<file path="config.mk">
export PLATFORM = sky130hd
export DESIGN_NAME = fft_frame_buffer
export DESIGN_NICKNAME = d
export VERILOG_FILES = /design/src/rtl/fft_frame_buffer_pkg.sv /design/src/rtl/fft_pp_bank.sv /design/src/rtl/fft_frame_buffer.sv
export SDC_FILE = /design/constraint.sdc
export NUM_CORES = 1
export LEC_CHECK = 0
export CAP_MARGIN = 20
export CORE_UTILIZATION = 55
export CTS_CLUSTER_SIZE = 20
export DETAILED_ROUTE_END_ITERATION = 8
export GPL_ROUTABILITY_DRIVEN = 0
export PLACE_DENSITY = 0.8
export SYNTH_ARGS = -nofsm -noshare
export SYNTH_HDL_FRONTEND = slang
export SYNTH_SLANG_ARGS = --single-unit
</file>
<file path="constraint.sdc">
create_clock -name clk -period 3.65 [get_ports clk]
set_input_delay 1.095 -clock clk [delete_from_list [all_inputs] [get_ports clk]]
set_output_delay 1.095 -clock clk [all_outputs]
set_load 0.03 [all_outputs]
</file>
<file path="src/rtl/fft_frame_buffer_pkg.sv">
`default_nettype none
// ============================================================================
// Module      : fft_frame_buffer_pkg
// Description : Shared definitions for the FFT frame buffer and FFT core:
//               read-FSM state encoding and the index bit-reverse helper.
// Revision    : 1.0 - initial release
// ============================================================================
package fft_frame_buffer_pkg;

    // Read-side FSM encoding
    typedef logic [0:0] state_t;
    localparam state_t c_ST_IDLE = 1'b0;
    localparam state_t c_ST_READ = 1'b1;

    // Largest supported log2 frame length
    localparam int c_MAX_LOG2 = 10;

    // Reverse the low 'width' bits of val. The whole vector is mirrored and
    // then shifted down so the mirrored field lands at bit 0. Callers pass a
    // constant width, so this reduces to pure wiring.
    function automatic logic [c_MAX_LOG2-1:0] bit_reverse(
        input logic [c_MAX_LOG2-1:0] val,
        input int                    width
    );
        logic [c_MAX_LOG2-1:0] rev;
        for (int i = 0; i < c_MAX_LOG2; i++) begin
            rev[i] = val[c_MAX_LOG2-1-i];
        end
        return rev >> (c_MAX_LOG2 - width);
    endfunction

endpackage
`default_nettype wire

</file>
<file path="src/rtl/fft_pp_bank.sv">
`default_nettype none
// ============================================================================
// Module      : fft_pp_bank
// Description : One N x DATA_W storage bank of the ping-pong frame buffer.
//               Synchronous write port, asynchronous read port.
// Ports       : clk     - clock
//               i_we    - write enable
//               i_waddr - write address
//               i_wdata - write data
//               i_raddr - read address
//               o_rdata - read data (combinational from i_raddr)
// Revision    : 1.0 - initial release
// ============================================================================
module fft_pp_bank
    import fft_frame_buffer_pkg::*;
#(
    parameter int DATA_W = 16,
    parameter int N_LOG2 = 3
) (
    input  logic              clk,
    input  logic              i_we,
    input  logic [N_LOG2-1:0] i_waddr,
    input  logic [DATA_W-1:0] i_wdata,
    input  logic [N_LOG2-1:0] i_raddr,
    output logic [DATA_W-1:0] o_rdata
);

    logic [DATA_W-1:0] r_mem [1 << N_LOG2];

    // Memory is deliberately not reset; the full flags qualify its content.
    always_ff @(posedge clk) begin
        if (i_we) begin
            r_mem[i_waddr] <= i_wdata;
        end
    end

    assign o_rdata = r_mem[i_raddr];

endmodule
`default_nettype wire

</file>
<file path="src/rtl/fft_frame_buffer.sv">
`default_nettype none
// ============================================================================
// Module      : fft_frame_buffer
// Description : Ping-pong frame buffer feeding an FFT core. Collects frames
//               of N = 2**N_LOG2 samples into alternating banks and reads
//               each full frame out in bit-reversed (BITREV=1) or natural
//               (BITREV=0) index order with a valid/ready handshake.
// Ports       : clk        - clock
//               rst        - synchronous active-high reset
//               en / inp   - input sample strobe and sample
//               outp_ready - downstream ready
//               outp       - registered output sample
//               outp_valid - outp holds a valid sample
//               outp_idx   - write-order index of the sample on outp
//               outp_last  - final sample of the frame
//               overflow   - one-cycle pulse per dropped input sample
// Revision    : 1.0 - initial release
// ============================================================================
module fft_frame_buffer
    import fft_frame_buffer_pkg::*;
#(
    parameter int DATA_W = 16,
    parameter int N_LOG2 = 3,
    parameter int BITREV = 1
) (
    input  logic              clk,
    input  logic              rst,
    input  logic              en,
    input  logic [DATA_W-1:0] inp,
    input  logic              outp_ready,
    output logic [DATA_W-1:0] outp,
    output logic              outp_valid,
    output logic [N_LOG2-1:0] outp_idx,
    output logic              outp_last,
    output logic              overflow
);

    // ---------------- state ----------------
    logic [N_LOG2-1:0] r_wr_cnt;
    logic              r_wr_bank;
    logic [1:0]        r_full;
    logic              r_rd_bank;
    logic [N_LOG2-1:0] r_rd_cnt;
    state_t            r_state;
    logic [DATA_W-1:0] r_outp;
    logic              r_outp_valid;
    logic [N_LOG2-1:0] r_outp_idx;
    logic              r_outp_last;
    logic              r_overflow;

    // ---------------- combinational ----------------
    logic              w_load;
    logic              w_rd_last;
    logic              w_free;
    logic              w_writable;
    logic              w_wr_acc;
    logic              w_wr_wrap;
    logic [1:0]        w_full_nxt;
    state_t            w_state_nxt;
    logic [N_LOG2-1:0] w_rd_addr;
    logic [DATA_W-1:0] w_bank_rdata [2];
    logic [DATA_W-1:0] w_rdata;

    assign w_load    = (r_state == c_ST_READ) && (!r_outp_valid || outp_ready);
    assign w_rd_last = (r_rd_cnt == '1);
    // The bank under readout is released on the load of its last sample.
    assign w_free    = w_load && w_rd_last;

    // A full bank still accepts a write in the very cycle it is released,
    // which is what keeps continuous streaming free of drops.
    assign w_writable = !r_full[r_wr_bank] || (w_free && (r_rd_bank == r_wr_bank));
    assign w_wr_acc   = en && w_writable;
    assign w_wr_wrap  = w_wr_acc && (r_wr_cnt == '1);

    always_comb begin
        w_full_nxt = r_full;
        for (int b = 0; b < 2; b++) begin
            if (w_free && (r_rd_bank == 1'(b))) begin
                w_full_nxt[b] = 1'b0;
            end
            if (w_wr_wrap && (r_wr_bank == 1'(b))) begin
                w_full_nxt[b] = 1'b1;
            end
        end
    end

    // Next-state logic. Looking at the next-cycle full flag of the other
    // bank lets a frame completing this very cycle be chained without a gap.
    always_comb begin
        w_state_nxt = r_state;
        case (r_state)
            c_ST_IDLE: begin
                if (r_full[r_rd_bank]) begin
                    w_state_nxt = c_ST_READ;
                end
            end
            c_ST_READ: begin
                if (w_free) begin
                    w_state_nxt = w_full_nxt[~r_rd_bank] ? c_ST_READ : c_ST_IDLE;
                end
            end
            default: w_state_nxt = c_ST_IDLE;
        endcase
    end

    // Read address ordering
    generate
        if (BITREV != 0) begin : g_bitrev
            assign w_rd_addr = N_LOG2'(bit_reverse(c_MAX_LOG2'(r_rd_cnt), N_LOG2));
        end else begin : g_natural
            assign w_rd_addr = r_rd_cnt;
        end
    endgenerate

    // Storage banks
    generate
        for (genvar b = 0; b < 2; b++) begin : g_bank
            fft_pp_bank #(
                .DATA_W (DATA_W),
                .N_LOG2 (N_LOG2)
            ) u_bank (
                .clk     (clk),
                .i_we    (w_wr_acc && (r_wr_bank == 1'(b))),
                .i_waddr (r_wr_cnt),
                .i_wdata (inp),
                .i_raddr (w_rd_addr),
                .o_rdata (w_bank_rdata[b])
            );
        end
    endgenerate

    assign w_rdata = w_bank_rdata[r_rd_bank];

    // ---------------- sequential ----------------
    always_ff @(posedge clk) begin
        if (rst) begin
            r_wr_cnt     <= '0;
            r_wr_bank    <= 1'b0;
            r_full       <= 2'b00;
            r_rd_bank    <= 1'b0;
            r_rd_cnt     <= '0;
            r_state      <= c_ST_IDLE;
            r_outp       <= '0;
            r_outp_valid <= 1'b0;
            r_outp_idx   <= '0;
            r_outp_last  <= 1'b0;
            r_overflow   <= 1'b0;
        end else begin
            r_state    <= w_state_nxt;
            r_full     <= w_full_nxt;
            r_overflow <= en && !w_writable;

            if (w_wr_acc) begin
                r_wr_cnt <= r_wr_cnt + 1'b1;
                if (w_wr_wrap) begin
                    r_wr_bank <= ~r_wr_bank;
                end
            end

            if (r_state == c_ST_IDLE) begin
                r_rd_cnt <= '0;
            end

            if (w_load) begin
                r_outp       <= w_rdata;
                r_outp_idx   <= w_rd_addr;
                r_outp_last  <= w_rd_last;
                r_outp_valid <= 1'b1;
                r_rd_cnt     <= r_rd_cnt + 1'b1;
                if (w_rd_last) begin
                    r_rd_bank <= ~r_rd_bank;
                end
            end else if (outp_ready) begin
                r_outp_valid <= 1'b0;
            end
        end
    end

    assign outp       = r_outp;
    assign outp_valid = r_outp_valid;
    assign outp_idx   = r_outp_idx;
    assign outp_last  = r_outp_last;
    assign overflow   = r_overflow;

endmodule
`default_nettype wire

</file>
## Yosys cells after proc, flatten, opt, wreduce, memory -nomap -nowiden

Memories as Yosys holds them, arrays and structs flattened. A register that Yosys moved wholly into a read port is not among the register bits.
Cells that the tools add are included.

| word-level totals | value |
|---|---|
| bits in writable memories | 256 |
| output and inout bits | 22 |
| flip-flop bits (word level) | 33 |
| logic and storage cells | 76 |
| memories | 2 |
| input bits | 20 |

Memory list:

| name | words | bits a word | rd ports | clocked after memory_dff | write ports | RTL line | source |
|---|---|---|---|---|---|---|---|
| g_bank[0].u_bank.r_mem | 8 | 16 | 1 | 1 | 1 | fft_pp_bank.sv:28 | `logic [DATA_W-1:0] r_mem [1 << N_LOG2];` |
| g_bank[1].u_bank.r_mem | 8 | 16 | 1 | 1 | 1 | fft_pp_bank.sv:28 |  |

| cells by class | value |
|---|---|
| $add $sub $neg | 2 |
| bitwise logic cells | 4 |
| mux-type cells | 29 |
| equal/unequal tests | 4 |
| order comparisons | 4 |
| reductions and logical operators | 20 |

Operators by type and width:

| kind | count |
|---|---|
| $mux W16 | 3 |
| $mux W1 | 19 |
| $mux W3 | 6 |
| $logic_and A1 B1 Y1 | 12 |
| $add A3 B1 Y3 const B | 2 |
| $eq A3 B3 Y1 const B | 2 |
| $lt A1 B2 Y1 const B | 3 |
| $reduce_and A2 Y1 | 2 |
| $logic_not A1 Y1 | 3 |
| $not A1 Y1 | 3 |
| $ge A2 B2 Y1 const B | 1 |
| $logic_or A1 B1 Y1 | 2 |
| $ne A2 B1 Y1 const B | 1 |
| $not A1 Y2 | 1 |
| $pmux W1 S2 | 1 |
| $reduce_bool A2 Y1 | 1 |
| $eq A1 B1 Y1 | 1 |

## Logic depth before layout (Yosys ltp)

Gate-level depths: netlist of the first run.

| depth | value |
|---|---|
| depth after elaboration | 15 |
| depth in mapped cells | 7 |
| mapped depth without buffers | 6 |

## Modules after synthesis

Synthesis of the first run repeated with hierarchy kept, for this count alone.

| unflattened totals | value |
|---|---|
| cell total of the unflattened synthesis | 563 |
| area, all modules | 11,537.3 µm² |

Modules (own cells, without submodules):

| module | area each (µm²) | instances | sequential area each (µm²) | cells an instance |
|---|---|---|---|---|
| fft_pp_bank | 4,973.5 | 2 | 3,843.7 | 198 |
| fft_frame_buffer | 1,590.3 | 1 | 660.6 | 167 |

## Worst setup path before layout of the first run

Ideal clock, no wire load.

| timing | value |
|---|---|
| path kind | input to register |
| start | input port outp_ready |
| end | memory g_bank[0].u_bank.r_mem[2][0] (enable) |
| setup time | 0.409 ns |
| path buffers | 1 |
| stages | 5 |
| slack | 0.294 ns |
| required time | 3.241 ns |
| data arrival time | 2.947 ns |
| cells stage by stage | nor2b_1 buf_2 o41ai_2 nand3_1 nor3_1 |

| on the way | value |
|---|---|
| word-level cells in the longest chain between the ends | 9 |

RTL lines:

| what | RTL line | source |
|---|---|---|
| start, declared | fft_frame_buffer.sv:30 | `input logic outp_ready,` |
| $logic_or A1 B1 Y1 | fft_frame_buffer.sv:64 | `assign w_load = (r_state == c_ST_READ) && (!r_outp_valid \|\| outp_ready);` |
| $logic_and A1 B1 Y1 | fft_frame_buffer.sv:64 |  |
| $logic_and A1 B1 Y1 | fft_frame_buffer.sv:67 | `assign w_free = w_load && w_rd_last;` |
| $logic_and A1 B1 Y1 | fft_frame_buffer.sv:71 | `assign w_writable = !r_full[r_wr_bank] \|\| (w_free && (r_rd_bank == r_wr_bank));` |
| $logic_or A1 B1 Y1 | fft_frame_buffer.sv:71 |  |
| $logic_and A1 B1 Y1 | fft_frame_buffer.sv:72 | `assign w_wr_acc = en && w_writable;` |
| $logic_and A1 B1 Y1 | fft_frame_buffer.sv:123 | `.i_we (w_wr_acc && (r_wr_bank == 1'(b))),` |
| $mux W1 | fft_pp_bank.sv:32 | `if (i_we) begin` |
| $mux W1 (not written as such) | fft_pp_bank.sv:33 | `r_mem[i_waddr] <= i_wdata;` |
| end, declared | fft_pp_bank.sv:28 |  |

Every way passes these cells.

## Final worst setup path of the first run

| timing | value |
|---|---|
| start | input port outp_ready |
| end | memory g_bank[0].u_bank.r_mem[5][12] (enable) |

Same word-level chain as after synthesis.

==> metrics.cfg, run 1 <==
[floorplanning]
ios = 42
core_um2 = 19700
die_area_um2 = 21000
die_w_um = 145
initial_core_util_pct = 56.9
num_rows = 51
chipHeight_um = 145

[clocking]
clockBufferDepth = 3
clk_pin_slew_worst_paths_ns = 0.06
cts-htree-levels = 1
numCtsBuffers = 27
clock_latency_ns = 0.54
hold_buffers = 0
cts_root_buf = clkbuf_16
cts_tree = yes
postCtsSetupRepairBufs = 0
cts_resized = 0
cts.sinks = 292

[synthesis]
synth.area.top_cells = edfxtp_1 (69%), mux4_2 (8.4%), dfxtp_1 (6.4%)
synth_top_area_cell = edfxtp_1
synth_common_cells = edfxtp_1 (256), mux4_2 (42), dfxtp_1 (36), nor2_1 (29), nand2_1 (23)
synth_edf_count = 256
yosysTopAreaCellShare_pct = 68.5
synth-seq-cells = 292
mappedNetlistNets = 599
yosys.cell_types.count = 53
yosysSeqAreaShare_pct = 75.0
syn_area_per_cell_um2 = 19.5
synth_top_flop_cell = edfxtp_1
synthesis.area_um2 = 11200
yosysMostFrequentCell = edfxtp_1
yosysWarnings = 0
async_flop_share_pct = 0
syn_inst = 575

[route]
vias = 5870
post_drt_via_cell_ratio = 6.26
drt-initial-drc-count = 672
drc = 0
ant_nets = 0
wirelength_mm = 23.7
dr.pass1.iters = 5
wl_per_cell_um = 25.2

[place]
io_buffers = 41
pre_cts_slack_ns = 0.388
dp_cells = 887
dpl.hpwl_mm = 14.4

[worst_setup_path]
crit_chain = clkdlybuf4s50_1 > nor2b_1 > o41ai_2 > nand3b_1 > nor2_1 > buf_4
crit_family = buffers and inverters
arrival_ns = 3.14
worstPathRequired_ns = 3.86
cp_num_buf_inv = 2
cp-start-kind = input pin
critical_path.slowest_cell = o41ai_2
max_stage_delay_ns = 0.53
critPathCaptureType = flop
path_class = in2reg
critPathMaxFanout = 16

[global_route]
grt_util_met2_pct = 40.4
grt_use_met3_pct = 3.88
use_met1_pct = 32.0
grt.overflow.total = 0
top_usage_layer = met2
grt_pass1_vias = 5957
grt_pass1_wl_mm = 35.8
grt_max_degree = 45
antenna_found_initial = 0
grt_usage_pct = 23.9

[power_and_ir_drop]
ir_worst_vdd_mv = 0.315
p_comb_share_pct = 2.0
clockPowerShare_pct = 42.6
internal-power_mw = 5.32
swShare_pct = 19.9
p_leak_nw = 4.08
seqPwrFrac_pct = 55.4
power.density_nw_per_um2 = 511
p_switching_mw = 1.32

[layout]
area_delta_synth_final_pct = 15.8
final_cells = 937
drive_above_1_share_pct = 21.3
nets = 675
fill_cells = 1206
antennaDiodeCount = 0
fin_util_pct = 65.9

[sta]
drv_slew = 0
fmax_mhz = 342
tightest_slew_ns = 0.843
setup_violations = 0
worst_slack_ns = 0.728
finalCriticalPeriod_ns = 2.92
finClkSkew_ns = 0.0104
slew_headroom_pct = 43.6
hold_slack_ns = 0.456
finalSetupTns_ns = 0
fin_crit_sh_pct = 80.1
rsz0062_at_grt = false
finalHoldViolations = 0

[hold_path]
hp-class = reg2reg

[run]
cap_violations = 0

[run_status]
status = finished, final reports clean

## cell families (layout without fill, tap and decap cells)
group | after synthesis | after routing | synth area share [%]
AO/OA/AOI/OAI | 58 | 58 | 3.96
buffers and inverters | 34 | 131 | 1.82
flip-flops | 292 | 292 | 75.0
multiplexers | 71 | 71 | 13.4
XOR/XNOR | 2 | 2 | 0.156
adder cells (fa/ha/maj) | 4 | 4 | 0.446
AND/OR/NAND/NOR | 114 | 114 | 5.28
## stage by stage
step	total power [mW]	area, um2
after CTS	6.66	13000
after detailed placement	3.88	12100
after global routing	6.81	13000
after global placement	3.87	12100
final	6.64	13000
after floorplan	3.79	11200
## final timing paths
path	startpoint	endpoint	slack, ns	depth (start not counted)
setup / recovery	outp_ready	g_bank[0].u_bank.r_mem[5][12]	0.73	6
setup reg to reg	r_rd_cnt[0]	g_bank[0].u_bank.r_mem[5][12]	1.01	7
hold reg to reg	outp_last	outp_last	0.46	2
hold / removal	outp_last	outp_last	0.46	2
## routing by layer
metal / vias up / wire (um)
li1: 2509 / -
met1: 2997 / 9200
met2: 312 / 11800
met3: 52 / 2080
met4: 0 / 611
met5: - / 0
## area by class of cell
cell class,count,area (um2),share of cell area (%)
repair buffers,77,706,5.43
flip-flops and latches,292,8410,64.8
inverters,4,15.0,0.116
clock inverters,18,190,1.46
multi-input cells,249,2630,20.2
clock buffers,32,704,5.42
well taps,265,332,2.55
## tightest hold or removal path: stages, from the launching register on
cell     delay (ns)
dfxtp_1        0.31
nand2_1        0.05
a21oi_1        0.05
## power groups by stage
stage	registers [mW]	logic [mW]	clock network, mW
after detailed placement	3.75	0.132	0
after global routing	3.68	0.144	2.99
after floorplan	3.74	0.0491	0
after global placement	3.75	0.124	0
final	3.68	0.135	2.83
after CTS	3.68	0.135	2.85
## placed cells by master (no fill, tap or decap), drive strengths merged, types with 2 or more instances in the layout
master,instances
nand2b,5
ha,4
nor2b,5
nand2,23
nand4,4
mux4,58
o2bb2ai,2
clkinvlp,2
buf,36
nor3,6
a211oi,15
or3,2
and3b,2
o22ai,17
mux2,2
nor3b,2
edfxtp,256
nor4,13
a22oi,3
mux2i,11
and2,13
xnor2,2
a211o,2
bufinv,3
clkdlybuf4s50,41
nand3,5
inv,7
nor2,30
a41oi,2
o41ai,3
dfxtp,36
a21oi,9
clkinv,10
clkbuf,32
## flip-flops by register name, indices dropped and copies added (netlist names), 2 cells and up, named ones only
signal               flops
g_bank.u_bank.r_mem    256
outp                    16
outp_idx                 3
r_full                   2
r_rd_cnt                 3
r_wr_cnt                 3
No activity file was read; power rests on OpenSTA's default activity.
==> inputs of run 2 (changes only) <==
--- a/config.mk
+++ b/config.mk
@@ -6,11 +6,11 @@
 export NUM_CORES = 1
 export LEC_CHECK = 0
 export CAP_MARGIN = 20
-export CORE_UTILIZATION = 55
+export CORE_UTILIZATION = 54
 export CTS_CLUSTER_SIZE = 20
 export DETAILED_ROUTE_END_ITERATION = 8
 export GPL_ROUTABILITY_DRIVEN = 0
-export PLACE_DENSITY = 0.8
+export PLACE_DENSITY = 0.82
 export SYNTH_ARGS = -nofsm -noshare
 export SYNTH_HDL_FRONTEND = slang
 export SYNTH_SLANG_ARGS = --single-unit
==> constraint.sdc (replaced) <==
create_clock -name clk -period 2.6 [get_ports clk]
set_input_delay 0.78 -clock clk [delete_from_list [all_inputs] [get_ports clk]]
set_output_delay 0.78 -clock clk [all_outputs]
set_load 0.03 [all_outputs]
==> metrics.cfg, run 2 (synthesis gave the netlist of run 1 again) <==
[place]
dpl.hpwl_mm = 15.2  ; was 14.4 mm
io_buffers = 41  ; unchanged

[global_route]
grt_pass1_wl_mm = 36.3  ; was 35.8 mm
grt_pass1_vias = 5985  ; was 5957
grt_max_degree = 35  ; was 45
grt_usage_pct = 23.0  ; was 23.9%
antenna_found_initial = 0  ; unchanged
grt.overflow.total = 0  ; unchanged

[worst_setup_path]
cp_num_buf_inv = 3  ; was 2
critical_path.slowest_cell = o41ai_2  ; unchanged
critPathLaunch = r_rd_cnt[0]  ; was outp_ready
critPathCaptureType = flop  ; unchanged
crit_family = buffers and inverters  ; unchanged
arrival_ns = 2.70  ; was 3.14 ns
cp-start-kind = flop  ; was input pin
worstPathRequired_ns = 2.82  ; was 3.86 ns
r2r-start = r_rd_cnt[0]  ; unchanged
critPathMaxFanout = 13  ; was 16
max_stage_delay_ns = 0.47  ; was 0.53 ns
path_class = reg2reg  ; was in2reg
crit_chain = ha_1 > ha_1 > inv_1 > o41ai_2 > nand3b_1 > buf_4 > nor2_1 > buf_4  ; was clkdlybuf4s50_1 > nor2b_1 > o41ai_2 > nand3b_1 > nor2_1 > buf_4

[power_and_ir_drop]
p_leak_nw = 4.15  ; was 4.08 nW
ir_worst_vdd_mv = 0.506  ; was 0.315 mV
power.density_nw_per_um2 = 699  ; was 511 nW/um2

[sta]
finalHoldViolations = 0  ; unchanged
finClkSkew_ns = 0.0176  ; was 0.0104 ns
tightest_slew_ns = 0.878  ; was 0.843 ns
setup_violations = 0  ; unchanged
fmax_mhz = 404
rsz0062_at_grt = false  ; unchanged
finalCriticalPeriod_ns = 2.48
slew_headroom_pct = 41.4  ; was 43.6%
finalSetupTns_ns = 0  ; unchanged
fin_crit_sh_pct = 95.3
drv_slew = 0  ; unchanged

[floorplanning]
core_um2 = 20300  ; was 19700 um2
ios = 42  ; unchanged
initial_core_util_pct = 55.2  ; was 56.9%
die_area_um2 = 21300  ; was 21000 um2
chipHeight_um = 146  ; was 145 um
num_rows = 52  ; was 51
die_w_um = 146  ; was 145 um

[clocking]
numCtsBuffers = 27  ; unchanged
clk_pin_slew_worst_paths_ns = 0.07  ; was 0.06 ns
cts.sinks = 292  ; unchanged
clock_latency_ns = 0.54  ; about the same
cts_tree = yes  ; unchanged
cts_root_buf = clkbuf_16  ; unchanged
hold_buffers = 0  ; unchanged
clockBufferDepth = 3  ; unchanged
cts-htree-levels = 1  ; unchanged

[layout]
fill_cells = 1270  ; was 1206
nets = 689  ; was 675
seq_area_um2 = 8410  ; unchanged
antennaDiodeCount = 0  ; unchanged
largest_register_ffs = 256  ; unchanged
fin_util_pct = 64.7  ; was 65.9%
area_delta_synth_final_pct = 17.0  ; was 15.8%
max_flop_register = g_bank.u_bank.r_mem  ; unchanged
multi_input_area_um2 = 2630  ; about the same
layout_commonest_cell = edfxtp_1  ; unchanged
drive_above_1_share_pct = 22.1  ; was 21.3%
final_cell_mix = edfxtp_1 (256), mux4_2 (42), buf_4 (42), clkdlybuf4s50_1 (41), dfxtp_1 (34)  ; was edfxtp_1 (256), mux4_2 (42), clkdlybuf4s50_1 (41), dfxtp_1 (34), buf_4 (34)

[run_status]
status = finished, final reports clean  ; unchanged

[hold_path]
hp-class = reg2reg  ; unchanged
hp-start = outp_last  ; unchanged

[route]
vias = 5982  ; was 5870
dr.pass1.iters = 5  ; unchanged
post_drt_via_cell_ratio = 6.27  ; was 6.26
wl_per_cell_um = 24.9  ; was 25.2 um
drc = 0  ; unchanged
wirelength_mm = 23.7  ; about the same
drt-initial-drc-count = 757  ; was 672
ant_nets = 0  ; unchanged

[run]
cap_violations = 0  ; unchanged

==> run 2: changes by cell type in the layout (fill, tap and decap cells not counted), moves of 2 or more <==
cell,previous run,this run
buf_4,34,42
buf_12,2,8
clkinv_1,1,6
clkinv_4,2,0
inv_6,2,0
==> run 2: area by class of cell <==
type | count | area share (%)
Clock buffer | 30 | 5.23
Multi-Input combinational cell | 249 | 20.0
Clock inverter | 18 | 1.22
Inverter | 4 | 0.114
Tap cell | 270 | 2.57
Timing Repair Buffer | 91 | 6.75
Sequential cell | 292 | 64.1
==> run 2: report_power, final <==
| part | internal [mW] | total (mW) | switching, mW | leakage [nW] |
|---|---|---|---|---|
| combinational | 0.0772 | 0.216 | 0.138 | 1.13 |
| clock | 2.19 | 3.79 | 1.60 | 0.420 |
| sequential | 5.15 | 5.17 | 0.0198 | 2.60 |
| total | 7.41 | 9.17 | 1.76 | 4.15 |
==> run 2: worst register-to-register path, delay by kind of cell, from the launching register on <==
family          cells  cell delay (ns)
fa+ha+maj           2             0.45
simple gates        2             0.28
buf+inv             3             0.57
flops               1             0.39
compound gates      1             0.47
==> run 2: worst paths after layout <==
path / slack [ns] / end / cells after the start
max: 0.12 / g_bank[0].u_bank.r_mem[1][10] / 8
min reg2reg: 0.46 / outp_last / 2
max reg2reg: 0.12 / g_bank[0].u_bank.r_mem[1][10] / 8
min: 0.46 / outp_last / 2
==> run 2: stage by stage <==
stage | power (mW) | setup WS [ns] | hold WS (ns) | area (um2) | instances
2_1_floorplan | 5.33 | -0.0216 | 0.449 | 11200 | 575
3_3_place_gp | 5.46 | -0.145 | 0.446 | 12300 | 906
3_5_place_dp | 5.48 | -0.172 | 0.450 | 12300 | 906
4_1_cts | 9.21 | 0.127 | 0.458 | 13100 | 954
5_1_grt | 9.40 | 0.0105 | 0.479 | 13100 | 954
6_report | 9.17 | 0.122 | 0.457 | 13100 | 954
==> run 2: what timing repair did <==
| item | CTS | global route |
|---|---|---|
| setup endpoints to repair | 0 | 17 |
| buffers inserted | 0 | 0 |
| resized for setup | 0 | 1 |
==> run 2: metal layers <==
| metal | part of all wire (%) | vias to the layer above | GRT usage (%) |
|---|---|---|---|
| met3 | 9.1 | 55 | 3.13 |
| met1 | 40 | 3064 | 33.2 |
| li1 | - | 2535 | - |
| met5 | 0 | - | 0 |
| met4 | 2.7 | 0 | 8.02 |
| met2 | 48 | 328 | 36.8 |
